File: config.mk
export PLATFORM = sky130hd
export DESIGN_NAME = spi_master_flat
export DESIGN_NICKNAME = d
export VERILOG_FILES = /design/src/rtl/spi_pkg.sv /design/src/rtl/spi_if.sv /design/src/rtl/spi_clk_div.sv /design/src/rtl/spi_master.sv /design/src/flat_wrapper.sv
export SDC_FILE = /design/constraint.sdc
export NUM_CORES = 1
export LEC_CHECK = 0
export ABC_CLOCK_PERIOD_IN_PS = 1800
export BUFFER_PORTS_ARGS = -buffer_cell sky130_fd_sc_hd__buf_2
export CAP_MARGIN = 10
export CORE_MARGIN = 5
export CORE_UTILIZATION = 50
export DETAILED_ROUTE_END_ITERATION = 10
export PLACE_DENSITY_LB_ADDON = 0.15
export SETUP_SLACK_MARGIN = 0.05
export SYNTH_ARGS = -nofsm -noshare
export SYNTH_HDL_FRONTEND = slang
export SYNTH_SLANG_ARGS = --single-unit
File: constraint.sdc
create_clock -name clk -period 1.8 [get_ports clk]
set_input_delay 0.36 -clock clk [delete_from_list [all_inputs] [get_ports clk]]
set_output_delay 0.36 -clock clk [all_outputs]
set_load 0.05 [all_outputs]
File: src/rtl/spi_pkg.sv
// spi_pkg: shared definitions for the SPI master slice.
// Holds the FSM state encoding, the SPI mode constant, default frame
// geometry and a helper for the divider counter width.
package spi_pkg;

  // Master FSM states, 3-bit encoding.
  typedef enum logic [2:0] {
    ST_IDLE  = 3'd0,
    ST_SETUP = 3'd1,
    ST_HIGH  = 3'd2,
    ST_LOW   = 3'd3,
    ST_HOLD  = 3'd4,
    ST_GAP   = 3'd5
  } spi_state_e;

  // SPI mode 0: CPOL=0 (sck idles low), CPHA=0 (sample on the rising edge).
  localparam int   SPI_MODE = 0;
  localparam logic SCK_IDLE = 1'b0;

  localparam int DEFAULT_CLK_DIV    = 4;
  localparam int DEFAULT_DATA_WIDTH = 8;

  // The divider needs to hold CLK_DIV-1; one spare bit keeps CLK_DIV=1 legal.
  function automatic int div_cnt_width(input int clk_div);
    return $clog2(clk_div) + 1;
  endfunction

endpackage

File: src/rtl/spi_if.sv
// spi_if: word handshake plus SPI pin bundle between a user and spi_master.
// Ports: tx_data/tx_valid/tx_ready (word in), rx_data/rx_valid (word out),
//        ss_n/sck/mosi/miso (SPI pins). master = spi_master view, slave = user view.
interface spi_if
  import spi_pkg::*;
#(
  parameter int DATA_WIDTH = DEFAULT_DATA_WIDTH
) ();

  logic [DATA_WIDTH-1:0] tx_data;
  logic                  tx_valid;
  logic                  tx_ready;
  logic [DATA_WIDTH-1:0] rx_data;
  logic                  rx_valid;
  logic                  ss_n;
  logic                  sck;
  logic                  mosi;
  logic                  miso;

  modport master (
    input  tx_data, tx_valid, miso,
    output tx_ready, rx_data, rx_valid, ss_n, sck, mosi
  );

  modport slave (
    output tx_data, tx_valid, miso,
    input  tx_ready, rx_data, rx_valid, ss_n, sck, mosi
  );

endinterface

File: src/rtl/spi_clk_div.sv
// spi_clk_div: half-period tick counter for the SPI master FSM.
// Ports: clk, resetn, load (restart a phase), en (count), tick (phase ends this cycle).
// load reloads CLK_DIV-1, so a phase entered on a load lasts exactly CLK_DIV cycles.
module spi_clk_div
  import spi_pkg::*;
#(
  parameter int CLK_DIV = DEFAULT_CLK_DIV
) (
  input  logic clk,
  input  logic resetn,
  input  logic load,
  input  logic en,
  output logic tick
);

  localparam int            CW     = div_cnt_width(CLK_DIV);
  localparam logic [CW-1:0] RELOAD = CW'(CLK_DIV - 1);

  logic [CW-1:0] cnt_q;
  logic [CW-1:0] cnt_d;

  always_comb begin
    cnt_d = cnt_q;
    if (load) begin
      cnt_d = RELOAD;
    end else if (en && (cnt_q != '0)) begin
      cnt_d = cnt_q - CW'(1);
    end
  end

  always_ff @(posedge clk or negedge resetn) begin
    if (!resetn) begin
      cnt_q <= '0;
    end else begin
      cnt_q <= cnt_d;
    end
  end

  // Tick on the last cycle of the phase; the FSM changes state on that edge.
  assign tick = en && (cnt_q == '0);

endmodule

File: src/rtl/spi_master.sv
// spi_master: SPI mode-0 initiator, one word per ss_n assertion.
// Ports: clk, resetn, bus (spi_if.master: word handshake in, rx word out, SPI pins).
// Accept to tx_ready high takes (2*DATA_WIDTH+2)*CLK_DIV+1 cycles; tx_valid is
// ignored while busy. Every output comes straight from a flop.
module spi_master
  import spi_pkg::*;
#(
  parameter int CLK_DIV    = DEFAULT_CLK_DIV,
  parameter int DATA_WIDTH = DEFAULT_DATA_WIDTH,
  parameter int LSB_FIRST  = 1
) (
  input  logic  clk,
  input  logic  resetn,
  spi_if.master bus
);

  localparam int                BCW      = $clog2(DATA_WIDTH);
  localparam logic [BCW-1:0]    LAST_BIT = BCW'(DATA_WIDTH - 1);

  spi_state_e            state_q,    state_d;
  logic                  ss_n_q,     ss_n_d;
  logic                  sck_q,      sck_d;
  logic                  mosi_q,     mosi_d;
  logic                  tx_ready_q, tx_ready_d;
  logic                  rx_valid_q, rx_valid_d;
  logic [DATA_WIDTH-1:0] rx_data_q,  rx_data_d;
  logic [DATA_WIDTH-1:0] tx_shift_q, tx_shift_d;
  logic [DATA_WIDTH-1:0] rx_shift_q, rx_shift_d;
  logic [BCW-1:0]        bit_cnt_q,  bit_cnt_d;

  logic div_load;
  logic div_en;
  logic div_tick;

  // ---------------------------------------------------------------------------
  // Bit-order helpers: tx and rx use the same order so loopback is identity.
  // ---------------------------------------------------------------------------
  function automatic logic first_bit(input logic [DATA_WIDTH-1:0] w);
    return (LSB_FIRST != 0) ? w[0] : w[DATA_WIDTH-1];
  endfunction

  // Drop the bit already on mosi; the next one moves into the output position.
  function automatic logic [DATA_WIDTH-1:0] tx_advance(input logic [DATA_WIDTH-1:0] w);
    return (LSB_FIRST != 0) ? (w >> 1) : (w << 1);
  endfunction

  function automatic logic [DATA_WIDTH-1:0] rx_insert(input logic [DATA_WIDTH-1:0] w,
                                                      input logic                  b);
    return (LSB_FIRST != 0) ? {b, w[DATA_WIDTH-1:1]} : {w[DATA_WIDTH-2:0], b};
  endfunction

  // ---------------------------------------------------------------------------
  // Phase timer: restarted on every state change, idle while waiting for work.
  // ---------------------------------------------------------------------------
  assign div_load = (state_d != state_q);
  assign div_en   = (state_q != ST_IDLE);

  spi_clk_div #(
    .CLK_DIV (CLK_DIV)
  ) u_clk_div (
    .clk    (clk),
    .resetn (resetn),
    .load   (div_load),
    .en     (div_en),
    .tick   (div_tick)
  );

  // ---------------------------------------------------------------------------
  // Next-state and registered-output logic. Pin updates are made on the edge
  // that enters a state, so each pin change lines up with the state change.
  // ---------------------------------------------------------------------------
  always_comb begin
    state_d    = state_q;
    ss_n_d     = ss_n_q;
    sck_d      = sck_q;
    mosi_d     = mosi_q;
    tx_ready_d = tx_ready_q;
    rx_valid_d = 1'b0;
    rx_data_d  = rx_data_q;
    tx_shift_d = tx_shift_q;
    rx_shift_d = rx_shift_q;
    bit_cnt_d  = bit_cnt_q;

    unique case (state_q)
      ST_IDLE: begin
        if (bus.tx_valid && tx_ready_q) begin
          tx_shift_d = bus.tx_data;
          rx_shift_d = '0;
          bit_cnt_d  = '0;
          ss_n_d     = 1'b0;
          mosi_d     = first_bit(bus.tx_data);
          tx_ready_d = 1'b0;
          state_d    = ST_SETUP;
        end
      end

      ST_SETUP: begin
        // First bit has been on mosi for CLK_DIV cycles; raise sck and sample.
        if (div_tick) begin
          sck_d      = 1'b1;
          rx_shift_d = rx_insert(rx_shift_q, bus.miso);
          state_d    = ST_HIGH;
        end
      end

      ST_HIGH: begin
        if (div_tick) begin
          sck_d = SCK_IDLE;
          if (bit_cnt_q == LAST_BIT) begin
            state_d = ST_HOLD;
          end else begin
            // mosi only moves on the falling edge, so the slave sees it settled.
            tx_shift_d = tx_advance(tx_shift_q);
            mosi_d     = first_bit(tx_advance(tx_shift_q));
            bit_cnt_d  = bit_cnt_q + BCW'(1);
            state_d    = ST_LOW;
          end
        end
      end

      ST_LOW: begin
        if (div_tick) begin
          sck_d      = 1'b1;
          rx_shift_d = rx_insert(rx_shift_q, bus.miso);
          state_d    = ST_HIGH;
        end
      end

      ST_HOLD: begin
        // Release ss_n and publish the word on the same edge.
        if (div_tick) begin
          ss_n_d     = 1'b1;
          rx_data_d  = rx_shift_q;
          rx_valid_d = 1'b1;
          state_d    = ST_GAP;
        end
      end

      ST_GAP: begin
        // Guarantees ss_n stays high for at least CLK_DIV+1 cycles.
        if (div_tick) begin
          tx_ready_d = 1'b1;
          state_d    = ST_IDLE;
        end
      end

      default: begin
        ss_n_d     = 1'b1;
        sck_d      = SCK_IDLE;
        tx_ready_d = 1'b1;
        state_d    = ST_IDLE;
      end
    endcase
  end

  // ---------------------------------------------------------------------------
  // State registers. Reset aborts any frame in progress without an rx_valid.
  // ---------------------------------------------------------------------------
  always_ff @(posedge clk or negedge resetn) begin
    if (!resetn) begin
      state_q    <= ST_IDLE;
      ss_n_q     <= 1'b1;
      sck_q      <= SCK_IDLE;
      mosi_q     <= 1'b0;
      tx_ready_q <= 1'b1;
      rx_valid_q <= 1'b0;
      rx_data_q  <= '0;
      tx_shift_q <= '0;
      rx_shift_q <= '0;
      bit_cnt_q  <= '0;
    end else begin
      state_q    <= state_d;
      ss_n_q     <= ss_n_d;
      sck_q      <= sck_d;
      mosi_q     <= mosi_d;
      tx_ready_q <= tx_ready_d;
      rx_valid_q <= rx_valid_d;
      rx_data_q  <= rx_data_d;
      tx_shift_q <= tx_shift_d;
      rx_shift_q <= rx_shift_d;
      bit_cnt_q  <= bit_cnt_d;
    end
  end

  assign bus.ss_n     = ss_n_q;
  assign bus.sck      = sck_q;
  assign bus.mosi     = mosi_q;
  assign bus.tx_ready = tx_ready_q;
  assign bus.rx_valid = rx_valid_q;
  assign bus.rx_data  = rx_data_q;

endmodule

File: src/flat_wrapper.sv
// flat-port wrapper written by rule: the top's interface ports become plain ports
module spi_master_flat import spi_pkg::*;
#(
  parameter int CLK_DIV    = DEFAULT_CLK_DIV,
  parameter int DATA_WIDTH = DEFAULT_DATA_WIDTH,
  parameter int LSB_FIRST  = 1
)
  (clk, resetn, bus_tx_data, bus_tx_valid, bus_miso, bus_tx_ready, bus_rx_data, bus_rx_valid, bus_ss_n, bus_sck, bus_mosi);
  spi_if #(.DATA_WIDTH(DATA_WIDTH)) bus_i ();
  input  logic clk;
  input  logic resetn;
  input wire logic [$bits(bus_i.tx_data)-1:0] bus_tx_data;
  input wire logic [$bits(bus_i.tx_valid)-1:0] bus_tx_valid;
  input wire logic [$bits(bus_i.miso)-1:0] bus_miso;
  output wire logic [$bits(bus_i.tx_ready)-1:0] bus_tx_ready;
  output wire logic [$bits(bus_i.rx_data)-1:0] bus_rx_data;
  output wire logic [$bits(bus_i.rx_valid)-1:0] bus_rx_valid;
  output wire logic [$bits(bus_i.ss_n)-1:0] bus_ss_n;
  output wire logic [$bits(bus_i.sck)-1:0] bus_sck;
  output wire logic [$bits(bus_i.mosi)-1:0] bus_mosi;
  assign bus_i.tx_data = bus_tx_data;
  assign bus_i.tx_valid = bus_tx_valid;
  assign bus_i.miso = bus_miso;
  assign bus_tx_ready = bus_i.tx_ready;
  assign bus_rx_data = bus_i.rx_data;
  assign bus_rx_valid = bus_i.rx_valid;
  assign bus_ss_n = bus_i.ss_n;
  assign bus_sck = bus_i.sck;
  assign bus_mosi = bus_i.mosi;
  spi_master #(.CLK_DIV(CLK_DIV), .DATA_WIDTH(DATA_WIDTH), .LSB_FIRST(LSB_FIRST)) u_core (.clk(clk), .resetn(resetn), .bus(bus_i));
endmodule
# --- Word-level counts from Yosys, hierarchy flattened ---
# Cells that the tools add are included.
# Widths: inputs -> output; s select.
classes:
  n_addsub: 2
  eq_ne: 13
  n_mux: 32
  bitwise_logic: 3
  n_reduce_logical: 20
ops:
  columns: ["cell", "count"]
  rows:
  - ["$mux 8", 5]
  - ["$mux 3", 11]
  - ["$pmux 8 s2", 2]
  - ["$pmux 3 s5", 1]
  - ["$reduce_and 3->1", 4]
  - ["$ne 2x1->1 const B", 5]
  - ["$eq 3x3->1 const B", 3]
  - ["$pmux 1 s3", 3]
  - ["$mux 1", 8]
  - ["$reduce_or 4->1", 2]
  - ["$eq 3x2->1 const B", 2]
  - ["$logic_not 3->1", 2]
  - ["$pmux 3 s2", 1]
  - ["$reduce_bool 2->1", 3]
  - ["$reduce_bool 3->1", 2]
  - ["$reduce_and 4->1", 1]
  - ["$add 3x1->3 const B", 1]
  - ["$eq 3x1->1 const B", 1]
  - ["$logic_and 1x1->1", 3]
  - ["$ne 3x3->1", 1]
  - ["$not 1->1", 3]
  - ["$reduce_or 3->1", 1]
  - ["$sub 3x1->3 const B", 1]
  - ["$ne 2x2->1 const B", 1]
  - ["other kinds (3)", 3]
word_totals:
  reg_bits: 38
  inputBits: 12
  out_inout_bits: 13
  wordCells: 81

# --- Longest topological paths before layout ---
depth:
  ltp_word: 6
  mapped_depth: 8
  ltp_nobuf: 7

# --- Cells and area by module ---
# From an unflattened synthesis, not the netlist that was laid out.
hier_totals:
  cells_unflattened: 137
  area_unflattened_um2: 1746.7
by_module_without_submodules:
  columns: ["module", "instances", "cells_each", "area_each_um2", "seq_area_each_um2"]
  rows:
  - ["spi_master", 1, 119, 1555.2, 853.3]
  - ["spi_clk_div", 1, 18, 191.4, 75.1]

# --- Worst setup path before layout ---
# No wires, ideal clock.
synth_timing:
  path_type: "register to register"
  startpoint: "register u_core.bit_cnt_q[0]"
  endpoint: "register u_core.u_clk_div.cnt_q[1]"
  setup_ns: 0.131
  arrival_time_ns: 1.590
  t_required_ns: 1.669
  setup_slack_ns: 0.079
  path_stages_with_launch: 7
  n_path_buf: 0
  period_less_slack_ns: 1.721
  path_cell_list: "dfrtp_1 -> ha_1 -> ha_1 -> nand2b_1 -> a21oi_1 -> o221ai_1 -> or3_1"
synth_via:
  elab_chain_cells: 6
  elab_cells_between_ends: 7
  cone_classes: "eq/ne (2); mux (4); reduce/logical (1)"
synth_rtl:
  columns: ["item", "line", "rtl"]
  rows:
  - ["from (decl)", "spi_master.sv:29", "logic [BCW-1:0] bit_cnt_q, bit_cnt_d;"]
  - ["from (signal assigned)", "spi_master.sv:181", "bit_cnt_q <= bit_cnt_d;"]
  - ["$eq 3x3->1 *", "spi_master.sv:109", "if (bit_cnt_q == LAST_BIT) begin"]
  - ["$mux 3 *", "spi_master.sv:109", null]
  - ["$mux 3 *", "spi_master.sv:107", "if (div_tick) begin"]
  - ["$pmux 3 s5 *", "spi_master.sv:84", "unique case (state_q)"]
  - ["$ne 3x3->1 *", "spi_master.sv:55", "assign div_load = (state_d != state_q);"]
  - ["$mux 3 / $reduce_bool 2->1 (equally long branches)", null, null]
  - ["to (signal assigned)", "spi_clk_div.sv:35", "cnt_q <= cnt_d;"]
  - ["to (decl)", "spi_clk_div.sv:19", "logic [CW-1:0] cnt_q;"]
# Mark *: on every way between the ends. The rest lies on a longest branch, timed or not.
# A chain may end at the register's enable or synchronous reset.

# --- Worst setup path in the final report ---
# Ends and elaborated chain as after synthesis.

==> flow_metrics.env <==
export IMPL_status="finished, final reports clean"
export IMPL_synthArstFlopShare_pct=100
export IMPL_clock_tree_buffer_depth=2
export IMPL_power_density_nw_per_um2=1430
export IMPL_boundaryPins=25
export IMPL_power_mw=3.08
export IMPL_cts_buffers=5
export IMPL_worst_endpoint_arrival_ns=1.95
export IMPL_initial_core_util_pct=52.3
export IMPL_synth_distinct_cells=36
export IMPL_ys_ff_latch=37
export IMPL_htree_num_levels=2
export IMPL_avgSynthCellArea_um2=10.9
export IMPL_clk_pin_slew_ns=0.11
export IMPL_syn_nets=178
export IMPL_die_w_um=69.3
export IMPL_rr_worst_depth=6
export IMPL_holdBufCountCts=0
export IMPL_grt_overflow_total=0
export IMPL_post_drt_wl_per_cell_um=13.2
export IMPL_fp_row_count=21
export IMPL_synth_edf_count=0
export IMPL_final_cell_area_um2=2140
export IMPL_synthesis_area_um2=1760
export IMPL_maxCapViolations=0
export IMPL_grt_first_pass_wirelength_mm=5.66
export IMPL_fill_cells=297
export IMPL_grt_start_max_net_pins=38
export IMPL_drv_slew=0
export IMPL_final_cell_mix="dfrtp_1, buf_2, nand2_1, nor2_1, buf_4"
export IMPL_swShare_pct=35.7
export IMPL_antenna_found_initial=0
export IMPL_power_frac_clock_pct=19.6
export IMPL_fmax_ghz=0.578
export IMPL_relSlewSlack_pct=69.8
export IMPL_drive_gt1_share_pct=35.8
export IMPL_synth_cells=161
export IMPL_reg2reg_from="u_core.bit_cnt_q[0]"
export IMPL_rsz0062_at_grt="yes"
export IMPL_cellInternalPower_mw=1.98
export IMPL_seq_area_frac_synth_pct=52.7
export IMPL_drt_total_wl_mm=3.26
export IMPL_peakVddDrop_mv=0.879
export IMPL_gp_congestion=0.770
export IMPL_setup_viol=0
export IMPL_antennaDiodeCount=0
export IMPL_detail_route_vias_per_cell=5.24
export IMPL_placed_cell_area_um2=2000
export IMPL_yosys_warnings=0
export IMPL_core_area_um2=3360
export IMPL_cts_tree="done"
export IMPL_numClockSinks=37
export IMPL_worstPathRequired_ns=2.02
export IMPL_dieArea_um2=4810
export IMPL_final_common_cell="dfrtp_1"
export IMPL_die_height_um=69.3
export IMPL_switchingPower_mw=1.10
export IMPL_tightest_slew_ns=0.452
export IMPL_post_route_period_util_pct=96.1
export IMPL_power_leakage_nw=1.08
export IMPL_rrSetupSlack_ns=0.07
export IMPL_holdCritPathClass="in -> async"
export IMPL_cp_max_fo=2
export IMPL_nets=217
export IMPL_cts_root_buf="clkbuf_4"
export IMPL_vias=1295
export IMPL_synth_ff_type="dfrtp_1"
export IMPL_worstSkewPairLatency_ns=0.34
export IMPL_ant_nets=0
export IMPL_worst_setup_path_start_kind="flop"
export IMPL_io_buffers=24
export IMPL_p_comb_share_pct=40.7
export IMPL_min_period_ns=1.73
export IMPL_hold_viol_final=0
export IMPL_dr_pass1_iters=6
export IMPL_area_delta_synth_final_pct=21.8
export IMPL_grt_pass1_vias=1228
export IMPL_crit_type="reg -> reg"
export IMPL_dpl_hpwl_mm=2.35
export IMPL_pwr_share_seq_pct=39.7
export IMPL_drtIter0Drc=42
export IMPL_r2r_end="u_core.u_clk_div.cnt_q[1]"
export IMPL_endpoint_kind="flop"
export IMPL_finClkSkew_ns=0.0126
export IMPL_drc=0
export IMPL_grt_usage_pct=14.8
## routing by layer
layer	routed length, um	GRT usage [%]
met5	0	0
met2	1530	22.5
met3	129	5.07
met4	61	5.86
met1	1550	19.3
## registers in the layout, indices dropped and copies added (netlist names)
register and cells:
u_core.bus.rx_data 8, u_core.rx_shift_q 8, u_core.tx_shift_q 8, u_core.bit_cnt_q 3, u_core.state_q 3, u_core.u_clk_div.cnt_q 3
u_core.bus.rx_valid 1, u_core.bus.sck 1, u_core.bus.ss_n 1, u_core.bus.tx_ready 1
## cell families (layout without fill, tap and decap cells)
group / Yosys count / count (layout) / synth area share [%]
flops: 37 / 37 / 52.7
xor+xnor: 1 / 1 / 0.498
simple gates: 59 / 59 / 16.9
mux: 16 / 16 / 9.74
buf+inv: 13 / 53 / 4.05
fa+ha+maj: 5 / 5 / 3.55
compound gates: 30 / 30 / 12.5
## final cells by class
class	count	area [um2]	share of cell area, %
flip-flops and latches	37	928	43.3
multi-input cells	111	802	37.4
repair buffers	39	245	11.4
well taps	46	57.6	2.68
clock buffers	6	51.3	2.39
clock inverters	2	37.5	1.75
inverters	6	22.5	1.05
## metrics by stage
stage               util, %  std cells  hold slack (ns)  TNS (ns)  setup slack (ns)
floorplan                 -        161           0.0644         0            0.0790
global placement       59.4        237            0.426         0            0.0401
detailed placement     59.4        237            0.429   -0.0416           -0.0416
CTS                    62.8        246           0.0423         0            0.0714
global route           63.8        247           0.0490         0            0.0107
finish                 63.8        247           0.0421         0            0.0702
## how the worst max path moves through the flow
stage | startpoint | endpoint | slack, ns | cells after the start
after floorplan | u_core.bit_cnt_q[0] | u_core.u_clk_div.cnt_q[1] | 0.08 | 6
after global placement | u_core.u_clk_div.cnt_q[0] | u_core.bit_cnt_q[0] | 0.04 | 7
after detailed placement | u_core.u_clk_div.cnt_q[0] | u_core.bit_cnt_q[0] | -0.04 | 7
after CTS | u_core.bit_cnt_q[0] | u_core.u_clk_div.cnt_q[1] | 0.07 | 6
after global routing | u_core.u_clk_div.cnt_q[0] | u_core.bit_cnt_q[0] | 0.01 | 7
final | u_core.bit_cnt_q[0] | u_core.u_clk_div.cnt_q[1] | 0.07 | 6
## worst max-delay path, cell delays in order, from the launching register on
cell,delay (ns)
dfrtp_1,0.40
ha_2,0.20
ha_1,0.19
nand2b_1,0.16
a21oi_2,0.15
o221ai_2,0.11
or3_1,0.39
## cell usage after synthesis, types with 2 or more instances
| master | instances | area [um2] |
|---|---|---|
| buf_6 | 2 | 22.5 |
| mux2i_1 | 7 | 70.1 |
| nand3_1 | 8 | 40.0 |
| a22o_1 | 3 | 26.3 |
| o22ai_1 | 4 | 25.0 |
| nor3_1 | 2 | 10.0 |
| buf_2 | 3 | 15.0 |
| inv_1 | 6 | 22.5 |
| dfstp_2 | 2 | 52.6 |
| a21oi_1 | 9 | 45.0 |
| mux2_2 | 9 | 101 |
| nand2b_1 | 3 | 18.8 |
| a21oi_2 | 4 | 35.0 |
| o21a_1 | 2 | 15.0 |
| dfrtp_1 | 35 | 876 |
| ha_1 | 5 | 62.6 |
| nor2_1 | 17 | 63.8 |
| nand2_1 | 22 | 82.6 |
## power groups by stage
stage	Clock [mW]	Combinational [mW]	Sequential (mW)
floorplan	0	0.876	1.23
CTS	0.621	1.21	1.22
global route	0.658	1.39	1.25
global placement	0	1.11	1.22
finish	0.602	1.25	1.22
detailed placement	0	1.16	1.23
## what timing repair did
action / 4_1_cts / 5_1_grt
setup buffers: 1 / 1
setup endpoints to repair: 19 / 4
resized for setup: 3 / 3
hold endpoints to repair: 0 / 0
pin swaps: 1 / 1
(Power assumes the default switching activity.)
